### src/rtl/sine_voice_scheduler_pkg.sv
// Shared types, default widths and helpers for the sine voice scheduler.
package sine_voice_scheduler_pkg;

  // Scheduler round states
  typedef enum logic [1:0] {
    ST_IDLE  = 2'd0,
    ST_ISSUE = 2'd1,
    ST_DRAIN = 2'd2,
    ST_DONE  = 2'd3
  } sched_state_t;

  localparam int DEF_NUM_VOICES  = 4;
  localparam int DEF_ROM_LATENCY = 1;
  localparam int DEF_PHASE_W     = 32;
  localparam int DEF_ADDR_W      = 16;
  localparam int DEF_DATA_W      = 16;

  // Ceiling log2, minimum 1 so single-bit indices stay legal
  function automatic int clog2(input int value);
    int result;
    result = 1;
    while ((1 << result) < value) begin
      result = result + 1;
    end
    return result;
  endfunction

endpackage

### src/rtl/sine_voice_regs.sv
// Per-voice tuning word, enable and phase accumulator, with a config write
// port and one scheduler-indexed read/advance port.
module sine_voice_regs
  import sine_voice_scheduler_pkg::*;
#(
  parameter int NUM_VOICES = DEF_NUM_VOICES,
  parameter int PHASE_W    = DEF_PHASE_W,
  parameter int ADDR_W     = DEF_ADDR_W,
  parameter int VID_W      = clog2(DEF_NUM_VOICES)
) (
  input  logic               i_clk,
  input  logic               i_rst,
  input  logic               i_cfg_we,
  input  logic [VID_W-1:0]   i_cfg_voice,
  input  logic [PHASE_W-1:0] i_cfg_inc,
  input  logic               i_cfg_en,
  input  logic [VID_W-1:0]   i_rd_idx,
  input  logic               i_adv,
  output logic [ADDR_W-1:0]  o_rd_addr,
  output logic               o_rd_en
);

  logic [ADDR_W-1:0]     addr_vec [NUM_VOICES];
  logic [NUM_VOICES-1:0] en_vec;

  genvar gi;
  generate
    for (gi = 0; gi < NUM_VOICES; gi++) begin : g_voice
      logic [PHASE_W-1:0] inc_reg;
      logic [PHASE_W-1:0] phase_reg;
      logic               en_reg;
      logic               cfg_hit;
      logic               adv_hit;

      assign cfg_hit = i_cfg_we && (i_cfg_voice == VID_W'(gi));
      // Advance only when enabled, so it never collides with the enable-time phase clear
      assign adv_hit = i_adv && (i_rd_idx == VID_W'(gi)) && en_reg;

      // Config write and post-increment phase advance for this voice
      always_ff @(posedge i_clk) begin
        if (i_rst) begin
          inc_reg   <= '0;
          phase_reg <= '0;
          en_reg    <= 1'b0;
        end else begin
          if (cfg_hit) begin
            inc_reg <= i_cfg_inc;
            en_reg  <= i_cfg_en;
            // Turning a voice on restarts it at phase 0; retuning a running voice keeps phase
            if (i_cfg_en && !en_reg) begin
              phase_reg <= '0;
            end
          end
          if (adv_hit) begin
            phase_reg <= phase_reg + inc_reg;
          end
        end
      end

      assign addr_vec[gi] = phase_reg[PHASE_W-1 -: ADDR_W];
      assign en_vec[gi]   = en_reg;
    end
  endgenerate

  // Pre-write values are presented, so a write landing in a voice's slot affects the next round
  assign o_rd_addr = addr_vec[i_rd_idx];
  assign o_rd_en   = en_vec[i_rd_idx];

endmodule

### src/rtl/sine_voice_scheduler.sv
// Time-multiplexes one sine ROM across NUM_VOICES NCO voices: one round per
// sample tick, per-voice samples tagged with a voice id, plus a per-round mix.
module sine_voice_scheduler
  import sine_voice_scheduler_pkg::*;
#(
  parameter int NUM_VOICES  = DEF_NUM_VOICES,
  parameter int ROM_LATENCY = DEF_ROM_LATENCY,
  parameter int PHASE_W     = DEF_PHASE_W,
  parameter int ADDR_W      = DEF_ADDR_W,
  parameter int DATA_W      = DEF_DATA_W,
  parameter int VID_W       = clog2(NUM_VOICES),
  parameter int MIX_W       = DATA_W + VID_W
) (
  input  logic               i_clk,
  input  logic               i_rst,
  input  logic               i_sample_tick,
  input  logic               i_cfg_we,
  input  logic [VID_W-1:0]   i_cfg_voice,
  input  logic [PHASE_W-1:0] i_cfg_inc,
  input  logic               i_cfg_en,
  output logic [ADDR_W-1:0]  o_rom_addr,
  input  logic [DATA_W-1:0]  i_rom_data,
  output logic [DATA_W-1:0]  o_data,
  output logic [VID_W-1:0]   o_voice,
  output logic               o_valid,
  output logic [MIX_W-1:0]   o_mix,
  output logic               o_mix_valid,
  output logic               o_busy,
  output logic               o_overrun
);

  localparam int DRAIN_W = clog2(ROM_LATENCY + 2);

  sched_state_t       state_reg, state_next;
  logic [VID_W-1:0]   idx_reg, idx_next;
  logic [DRAIN_W-1:0] drain_reg, drain_next;
  logic               issue;
  logic               accept;
  logic [ADDR_W-1:0]  rd_addr;
  logic               rd_en;

  logic [ADDR_W-1:0]    addr_reg;
  logic [VID_W-1:0]     pipe_vid_reg [ROM_LATENCY+1];
  logic [ROM_LATENCY:0] pipe_vld_reg;
  logic [DATA_W-1:0]    data_reg;
  logic [VID_W-1:0]     voice_reg;
  logic                 valid_reg;
  logic [MIX_W-1:0]     acc_reg;
  logic [MIX_W-1:0]     mix_reg;
  logic                 mix_valid_reg;
  logic                 busy_reg;
  logic                 overrun_reg;

  // A tick starts a round only when fully idle, including the cycle where busy is still showing
  assign accept = i_sample_tick && (state_reg == ST_IDLE) && !busy_reg;

  sine_voice_regs #(
    .NUM_VOICES(NUM_VOICES),
    .PHASE_W   (PHASE_W),
    .ADDR_W    (ADDR_W),
    .VID_W     (VID_W)
  ) u_regs (
    .i_clk      (i_clk),
    .i_rst      (i_rst),
    .i_cfg_we   (i_cfg_we),
    .i_cfg_voice(i_cfg_voice),
    .i_cfg_inc  (i_cfg_inc),
    .i_cfg_en   (i_cfg_en),
    .i_rd_idx   (idx_reg),
    .i_adv      (issue),
    .o_rd_addr  (rd_addr),
    .o_rd_en    (rd_en)
  );

  // FSM state, voice index and drain counter registers
  always_ff @(posedge i_clk) begin
    if (i_rst) begin
      state_reg <= ST_IDLE;
      idx_reg   <= '0;
      drain_reg <= '0;
    end else begin
      state_reg <= state_next;
      idx_reg   <= idx_next;
      drain_reg <= drain_next;
    end
  end

  // Round sequencing: one issue slot per voice, then wait out the ROM and pipe
  always_comb begin
    state_next = state_reg;
    idx_next   = idx_reg;
    drain_next = drain_reg;
    issue      = 1'b0;
    case (state_reg)
      ST_IDLE: begin
        if (accept) begin
          state_next = ST_ISSUE;
          idx_next   = '0;
        end
      end
      ST_ISSUE: begin
        issue = 1'b1;
        if (idx_reg == VID_W'(NUM_VOICES - 1)) begin
          state_next = ST_DRAIN;
          drain_next = '0;
        end else begin
          idx_next = idx_reg + 1'b1;
        end
      end
      ST_DRAIN: begin
        if (drain_reg == DRAIN_W'(ROM_LATENCY)) begin
          state_next = ST_DONE;
        end else begin
          drain_next = drain_reg + 1'b1;
        end
      end
      ST_DONE: begin
        state_next = ST_IDLE;
      end
      default: begin
        state_next = ST_IDLE;
      end
    endcase
  end

  // ROM address plus the voice id / valid pipe that tracks the ROM read latency
  always_ff @(posedge i_clk) begin
    if (i_rst) begin
      addr_reg     <= '0;
      pipe_vld_reg <= '0;
      for (int i = 0; i <= ROM_LATENCY; i++) begin
        pipe_vid_reg[i] <= '0;
      end
    end else begin
      // Disabled voices keep the previous address; their slot is marked invalid
      if (issue && rd_en) begin
        addr_reg <= rd_addr;
      end
      pipe_vld_reg[0] <= issue && rd_en;
      pipe_vid_reg[0] <= idx_reg;
      for (int i = 1; i <= ROM_LATENCY; i++) begin
        pipe_vld_reg[i] <= pipe_vld_reg[i-1];
        pipe_vid_reg[i] <= pipe_vid_reg[i-1];
      end
    end
  end

  // Per-voice sample capture and round mix accumulation
  always_ff @(posedge i_clk) begin
    if (i_rst) begin
      data_reg      <= '0;
      voice_reg     <= '0;
      valid_reg     <= 1'b0;
      acc_reg       <= '0;
      mix_reg       <= '0;
      mix_valid_reg <= 1'b0;
    end else begin
      valid_reg <= pipe_vld_reg[ROM_LATENCY];
      if (pipe_vld_reg[ROM_LATENCY]) begin
        data_reg  <= i_rom_data;
        voice_reg <= pipe_vid_reg[ROM_LATENCY];
      end
      // MIX_W leaves room for NUM_VOICES full-scale samples, so no saturation is needed
      if (accept) begin
        acc_reg <= '0;
      end else if (pipe_vld_reg[ROM_LATENCY]) begin
        acc_reg <= acc_reg + MIX_W'($signed(i_rom_data));
      end
      mix_valid_reg <= (state_reg == ST_DONE);
      if (state_reg == ST_DONE) begin
        mix_reg <= acc_reg;
      end
    end
  end

  // Busy status and dropped-tick flag
  always_ff @(posedge i_clk) begin
    if (i_rst) begin
      busy_reg    <= 1'b0;
      overrun_reg <= 1'b0;
    end else begin
      busy_reg    <= (state_reg != ST_IDLE);
      overrun_reg <= i_sample_tick && !accept;
    end
  end

  assign o_rom_addr  = addr_reg;
  assign o_data      = data_reg;
  assign o_voice     = voice_reg;
  assign o_valid     = valid_reg;
  assign o_mix       = mix_reg;
  assign o_mix_valid = mix_valid_reg;
  assign o_busy      = busy_reg;
  assign o_overrun   = overrun_reg;

endmodule

### config.mk
export PLATFORM = sky130hd
export DESIGN_NAME = sine_voice_scheduler
export DESIGN_NICKNAME = d
export VERILOG_FILES = /design/src/rtl/sine_voice_scheduler_pkg.sv /design/src/rtl/sine_voice_regs.sv /design/src/rtl/sine_voice_scheduler.sv
export SDC_FILE = /design/constraint.sdc
export NUM_CORES = 1
export LEC_CHECK = 0
export ABC_AREA = 1
export BUFFER_PORTS_ARGS = -buffer_cell sky130_fd_sc_hd__buf_2
export CAP_MARGIN = 20
export CORE_UTILIZATION = 45
export DETAILED_ROUTE_END_ITERATION = 10
export PLACE_DENSITY = 0.72
export RECOVER_POWER = 100
export SYNTH_ARGS = -nofsm -noshare
export SYNTH_HDL_FRONTEND = slang
export SYNTH_SLANG_ARGS = --single-unit
### constraint.sdc
create_clock -name i_clk -period 4.2 [get_ports i_clk]
set_clock_uncertainty 0.2 [all_clocks]
set_input_delay 0.63 -clock i_clk [delete_from_list [all_inputs] [get_ports i_clk]]
set_output_delay 0.63 -clock i_clk [all_outputs]
set_load 0.005 [all_outputs]
==> run summary, run 1 <==
Status: complete, but fails checks
Violations in the final reports: max-capacitance violations, max-slew violations
Ports: 111
Launching point of the worst reg2reg path: idx_reg[1]$_SDFFE_PP0P_
Post-CTS Hold Buffers: 0
CP Launch Type: flop
Number of endpoints with negative hold slack in the final report: 0
Power density relative to cell area: 344.0 nW/µm²
CTS root buffer: sky130_fd_sc_hd__clkbuf_16
Logic gate share of total power: 0.132
Share of the clock period used by the worst path: 0.8285
Maximum number of pins on one net before global-route repair: 78
Static leakage power: 13.11 nW
Count of warnings emitted by yosys: 0
Adder-Cell Fraction of Synth Area: 0.08729
Number of optimization iterations in the first detailed-route pass: 5
Relative contribution of the clock network to total power: 0.460
Die Span X: 227.1 µm
Diodes inserted: 0
TritonCTS clock tree: done
Final ANT Viol Nets: 0
Endpoint with the worst hold slack: o_overrun$_SDFF_PP0_
Row Count: 82
Post-CTS resize count: 0
Number of cells on the worst reg-to-reg path: 8
Number of sinks driven by the clock tree: 346
Post-synthesis register bit count: 346
Final routed wirelength across all metal layers: 71,510 µm
Avg WL per Cell: 15.68 µm
Multi-input combinational cell area: 13,260 µm²
Most common cell after layout, fill and taps aside: sky130_fd_sc_hd__nand2_1
Synth unique cells: 39
Tot GR Track Use: 0.2781
Data arrival time of the critical path: 3.75 ns
Commonest cells after routing, fill and taps aside: 1,133 x sky130_fd_sc_hd__nand2_1, 596 x sky130_fd_sc_hd__nor2_1, 561 x sky130_fd_sc_hd__inv_1
Required time worst endpoint: 4.47 ns
Overall die area: 51,550 µm²
Internal: 0.006272 W
Vias after detailed routing: 23,230
Tightest slew margin relative to the limit: -0.1981
Setup CP Type: reg -> reg
Worst-path maximum fanout: 32
Cell count after synthesis: 3,793
Xor and xnor area share after synthesis: 0.004611
Final Max Tran Viols: 145
Core Footprint: 50,070 µm²
Number of design-rule violations left by the first detailed-router iteration: 1,775
Worst hold slack after final layout: 0.1149 ns
Maximum root-to-sink buffer count: 3
Standard cell area after detailed placement: 23,900 µm²
Period minus WS final: 3.480 ns
Portion of the post-synthesis area used by sequential elements: 0.3039
Sequential share of power: 0.408
Share of flip-flops with an asynchronous set or reset: 0
# DRC: 0
Area delta synth->final: 10.89%
RSZ-0062 raised after global routing: false
Number of global-route vias before repair: 21,110
Total negative slack for setup checks: 0 ns
Timing-limited maximum frequency: 287.4 MHz
Number of cells on the worst hold path: 3
Clock buffer count from CTS: 41
Dominant register cell in the synthesized netlist: sky130_fd_sc_hd__dfxtp_1
Initial cell density of the core: 0.4552
Launch instance of the worst min-delay path: i_sample_tick
Register-to-Register Setup Slack: 0.72 ns
Fill count: 5,345
Total non-filler cell area in the finished layout: 25,270 µm²
Fraction of the mapped netlist area in compound gates: 0.1393
Endpoint of the lowest-slack register-to-register path: u_regs.g_voice[1].phase_reg[24]$_SDFFE_PP0P_
Count of input and output buffers: 110
Routed via count divided by cell count: 5.092
Setup-violating endpoint count in the final report: 0
Initial antenna violation count: 8
Max cap viols: 2
Kind of end point of the critical path: flop
Top-area cell type share of the netlist area: 0.3039
Switching part of the total: 0.2785
Weighted congestion reported at the end of routability-driven placement: 0.9858
Buffer count from post-CTS setup fixing: 0
Clk Latency, worst-skew pair: 0.58 ns
Peak supply drop: 257.6 µV
Slew at the pin with the worst max-slew slack: 1.797 ns
Final cell utilization of the core: 0.5048
Vert. Die Dim: 227.1 µm
Setup slack after placement: 1.215 ns
Proportion of synthesized area in mux cells: 0
HP Class: in -> reg
Number of enable-type register cells in the synthesized netlist: 0
Storage element area: 6927 µm²
H-tree depth: 2
Worst path setup slack after routing: 0.7204 ns
Main area contributors after synthesis: sky130_fd_sc_hd__dfxtp_1 30%, sky130_fd_sc_hd__nand2_1 19%, sky130_fd_sc_hd__nor2_1 9.8%
Fraction of final layout cells sized beyond drive strength 1: 0.04680
Post-synthesis cell area: 22,790 µm²
Wire length of the first global-routing pass: 112,400 µm
Simple-Gate Fraction of Synth Area: 0.3513
Cell type contributing the most total cell area after synthesis: sky130_fd_sc_hd__dfxtp_1
Mean post-synth cell area: 6.009 µm²
Net load switching power: 0.002421 W
Register clock-pin slew on the reported worst setup and hold paths: 0.06 ns
Leftover overflow at the end of global routing: 0
Dominant combinational cell family by area after synthesis: simple AND/OR/NAND/NOR gates
Detail Placement HPWL: 52,700 µm
NumNets Final: 4,070
Net count after synthesis: 4,004
## critical path: stages (launching register included)
cell,delay [ns]
sky130_fd_sc_hd__dfxtp_1,0.72
sky130_fd_sc_hd__clkinv_1,0.60
sky130_fd_sc_hd__ha_1,0.37
sky130_fd_sc_hd__nand2_1,0.08
sky130_fd_sc_hd__nor2_2,0.22
sky130_fd_sc_hd__a31oi_2,0.22
sky130_fd_sc_hd__clkbuf_2,0.65
sky130_fd_sc_hd__nand2_1,0.14
sky130_fd_sc_hd__a21oi_1,0.17
## per-layer routing
layer / up-vias / routed length, µm / track usage
met5: - / 26 / 0
met4: 4 / 2750 / 0.1063
met3: 159 / 5055 / 0.04595
met2: 644 / 31010 / 0.4425
met1: 10420 / 32670 / 0.3757
li1: 12000 / - / -
## cell families after synthesis
group / count (synthesis)
AO/OA/AOI/OAI: 593
XOR/XNOR: 12
adder cells (fa/ha/maj): 156
buffers and inverters: 678
flip-flops: 346
AND/OR/NAND/NOR: 2008
## cell type report
type,count,area share
multi-input combinational,2769,0.5245
sequential,346,0.2741
inverter,570,0.08476
clock buffer,53,0.04604
tap,672,0.03327
timing repair buffer,131,0.02411
clock inverter,20,0.01327
## power by group through the flow
stage	logic, W	registers [W]	clock network (W)
after floorplan	0.000725	0.00357	0
after global placement	0.00113	0.00361	0
after detailed placement	0.00115	0.00361	0
after CTS	0.00115	0.00354	0.00406
after global routing	0.00126	0.00356	0.00420
final	0.00115	0.00355	0.00400
## cell usage after synthesis (all sizes together), types with 4 or more instances
library cell / count
a31oi: 19
or2: 19
clkinv: 4
clkbuf: 70
o21ai: 273
nor3: 17
and2: 4
nand2: 1136
dfxtp: 346
a21boi: 39
ha: 151
o21bai: 11
nand4: 13
nand3: 197
xor2: 12
nor2: 609
nand3b: 13
buf: 38
fa: 5
inv: 566
a21oi: 235
a21o: 8
## how the worst max path moves through the flow
stage	start	end	slack, ns	depth (start not counted)
2_1_floorplan	i_rom_data[0]	acc_reg[16]$_SDFFE_PP0P_	1.93	11
6_report	idx_reg[1]$_SDFFE_PP0P_	u_regs.g_voice[1].phase_reg[24]$_SDFFE_PP0P_	0.72	8
5_1_grt	idx_reg[0]$_SDFFE_PP0P_	u_regs.g_voice[0].phase_reg[29]$_SDFFE_PP0P_	0.49	8
3_3_place_gp	idx_reg[1]$_SDFFE_PP0P_	u_regs.g_voice[1].phase_reg[12]$_SDFFE_PP0P_	1.25	8
4_1_cts	idx_reg[1]$_SDFFE_PP0P_	u_regs.g_voice[1].phase_reg[8]$_SDFFE_PP0P_	1.21	8
3_5_place_dp	idx_reg[1]$_SDFFE_PP0P_	u_regs.g_voice[1].phase_reg[8]$_SDFFE_PP0P_	1.22	8
## per-stage QoR
stage | std cells | power, W
after global routing | 4561 | 0.009028
after floorplan | 3793 | 0.004299
after detailed placement | 4488 | 0.004762
after CTS | 4561 | 0.008755
final | 4561 | 0.008693
after global placement | 4488 | 0.004743
No activity file was read; power rests on OpenSTA's default activity.
==> inputs of run 2 (changes only) <==
==> constraint.sdc (replaced) <==
create_clock -name i_clk -period 3.34 [get_ports i_clk]
set_clock_uncertainty 0.2 [all_clocks]
set_input_delay 0.501 -clock i_clk [delete_from_list [all_inputs] [get_ports i_clk]]
set_output_delay 0.501 -clock i_clk [all_outputs]
set_load 0.005 [all_outputs]
==> run 2 against run 1 <==
Effect of this change:
- the run now ends clean
- wire length grew 0.44%
- critical path depth shrank 2
- cell count grew 0.20%
- count of clock-buffer cells in the layout grew 2
- sequential power grew 25%
- worst setup slack lost 0.19 ns
- sequential share of layout area grew 0.084 points
- non-clock buffer count grew 17
- highest routed layer is now met4
==> run summary, run 2 (synthesis gave the netlist of run 1 again) <==
Post-CTS Hold Buffers: 10
Kind of end point of the critical path: flop
Launch instance of the worst min-delay path: i_rom_data[7]
Maximum number of pins on one net before global-route repair: 83
Required time worst endpoint: 3.51 ns
Share of the clock period used by the worst path: 0.8408
Worst path top cell family by delay: buffers and inverters
Ports: 111
Setup-violating endpoint count in the final report: 0
Ordered list of cells on the worst path: dlygate4sd3_1 > clkbuf_1 > clkbuf_2 > nor2_1 > nand2_1 > o41ai_1
Fraction of final layout cells sized beyond drive strength 1: 0.04695
Setup slack after placement: 0.9034 ns
Number of design-rule violations left by the first detailed-router iteration: 1,982
Launching point of the worst reg2reg path: idx_reg[0]$_SDFFE_PP0P_
Worst hold slack after final layout: 0.02380 ns
Overall die area: 51,550 µm²
Row Count: 82
Number of cells on the worst reg-to-reg path: 9
H-tree depth: 2
Static leakage power: 13.06 nW
Vert. Die Dim: 227.1 µm
Number of sinks driven by the clock tree: 346
Count of input and output buffers: 110
Buffers and inverters on the worst path: 3
# DRC: 0
NumNets Final: 4,085
Storage element area: 6927 µm²
Peak supply drop: 370.1 µV
Register clock-pin slew on the reported worst setup and hold paths: 0.06 ns
Commonest cells after routing, fill and taps aside: 1,133 x sky130_fd_sc_hd__nand2_1, 594 x sky130_fd_sc_hd__nor2_1, 561 x sky130_fd_sc_hd__inv_1
Max cap viols: 0
Avg WL per Cell: 15.72 µm
Maximum root-to-sink buffer count: 3
Buffer count from post-CTS setup fixing: 0
Clk Latency, worst-skew pair: 0.58 ns
Number of optimization iterations in the first detailed-route pass: 8
Leftover overflow at the end of global routing: 0
Status: finished, final reports clean
Cell with the biggest individual delay on the critical path: sky130_fd_sc_hd__clkbuf_2
Setup CP Type: in -> reg
Final ANT Viol Nets: 0
Crit-path max cell delay: 1.06 ns
TritonCTS clock tree: done
Post-CTS resize count: 0
Worst-path maximum fanout: 53
Total negative slack for setup checks: 0 ns
Area delta synth->final: 10.55%
Number of global-route vias before repair: 20,900
Tightest slew margin relative to the limit: 0.1054
Multi-input combinational cell area: 13,270 µm²
Final routed wirelength across all metal layers: 71,830 µm
Weighted congestion reported at the end of routability-driven placement: 0.9746
Fill count: 5,352
Clock buffer count from CTS: 39
GR Util met2: 0.4416
GR peak layer: met2
GR met3 Demand/Resource: 0.03807
Data arrival time of the critical path: 2.98 ns
Detail Placement HPWL: 52,740 µm
Total instance count after detailed placement: 4,495
Final Max Tran Viols: 0
Timing-limited maximum frequency: 356.1 MHz
Endpoint of the lowest-slack register-to-register path: u_regs.g_voice[2].phase_reg[8]$_SDFFE_PP0P_
Final cell utilization of the core: 0.5032
Wire length of the first global-routing pass: 112,100 µm
Number of endpoints with negative hold slack in the final report: 0
Initial cell density of the core: 0.4552
Initial antenna violation count: 2
Filler-free cell count of the finished design: 4,570
Period minus WS final: 2.808 ns
CTS root buffer: sky130_fd_sc_hd__clkbuf_16
Vias after detailed routing: 23,150
Fraction of met1 tracks used by global routing: 0.3820
Tot GR Track Use: 0.2775
Routed via count divided by cell count: 5.066
Worst path setup slack after routing: 0.5316 ns
HP Class: in -> reg
Core Footprint: 50,070 µm²
Most common cell after layout, fill and taps aside: sky130_fd_sc_hd__nand2_1
CP Launch Type: input port
Number of cells on the worst hold path: 3
Die Span X: 227.1 µm
Power density relative to cell area: 402.3 nW/µm²
Register-to-Register Setup Slack: 0.55 ns
Endpoint with the worst hold slack: o_data[7]$_SDFFE_PP0P_
RSZ-0062 raised after global routing: false
Slew at the pin with the worst max-slew slack: 1.342 ns
Diodes inserted: 0
==> run 2: cell types whose count changed in the layout (fill, tap and decap cells not counted), moves of 2 or more <==
cell                            change
sky130_fd_sc_hd__bufinv_16          -8
sky130_fd_sc_hd__nor2_4             +2
sky130_fd_sc_hd__clkinv_2           -5
sky130_fd_sc_hd__buf_4             +11
sky130_fd_sc_hd__clkbuf_16          -4
sky130_fd_sc_hd__nor2_1             -2
sky130_fd_sc_hd__clkinvlp_4         +2
sky130_fd_sc_hd__clkbuf_8           +3
sky130_fd_sc_hd__clkbuf_2           -2
sky130_fd_sc_hd__clkinv_8           +2
sky130_fd_sc_hd__dlygate4sd3_1     +10
==> run 2: metrics by stage <==
stage / power (W) / instance area (µm²)
finish: 0.01014 / 25200
global placement: 0.005952 / 23960
CTS: 0.01018 / 25290
detailed placement: 0.005970 / 23960
global route: 0.01053 / 25200
floorplan: 0.005406 / 22790
==> run 2: power by group <==
part	total, W	internal [W]	switching [W]	leakage (nW)
combinational	0.00147	0.000429	0.00104	9.66
sequential	0.00444	0.00432	0.000120	2.81
clock	0.00422	0.00241	0.00182	0.592
total	0.0101	0.00716	0.00298	13.1
==> run 2: cell type report <==
cell class              count  share of cell area
inverters                 570             0.08502
clock inverters            10            0.004320
multi-input cells        2769              0.5267
well taps                 672             0.03337
clock buffers              55             0.04430
flip-flops and latches    346              0.2749
repair buffers            148             0.03139
==> run 2: worst reg2reg max path, delay by kind of cell (launching register included) <==
| kind | cells | cell delay, ns |
|---|---|---|
| buf+inv | 3 | 1.32 |
| fa+ha+maj | 1 | 0.21 |
| flops | 1 | 0.30 |
| compound gates | 3 | 0.47 |
| simple gates | 2 | 0.22 |
==> run 2: worst max path at each step <==
stage	start	cells past startpoint	endpoint	slack [ns]
after CTS	state_reg[1]$_SDFFE_PP0P_	8	u_regs.g_voice[0].phase_reg[24]$_SDFFE_PP0P_	0.92
after global routing	idx_reg[0]$_SDFFE_PP0P_	9	u_regs.g_voice[2].phase_reg[7]$_SDFFE_PP0P_	0.34
after global placement	i_rom_data[0]	12	acc_reg[16]$_SDFFE_PP0P_	0.93
final	i_rst	6	idx_reg[0]$_SDFFE_PP0P_	0.53
after floorplan	i_rom_data[0]	11	acc_reg[16]$_SDFFE_PP0P_	1.20
after detailed placement	state_reg[1]$_SDFFE_PP0P_	8	u_regs.g_voice[0].phase_reg[9]$_SDFFE_PP0P_	0.90
==> run 2: layer usage <==
layer  routed length (µm)  up-vias
met5                    0        -
met3                 4863      106
met4                 2448        0
met2                31390      683
met1                33130    10340
li1                     -    12020
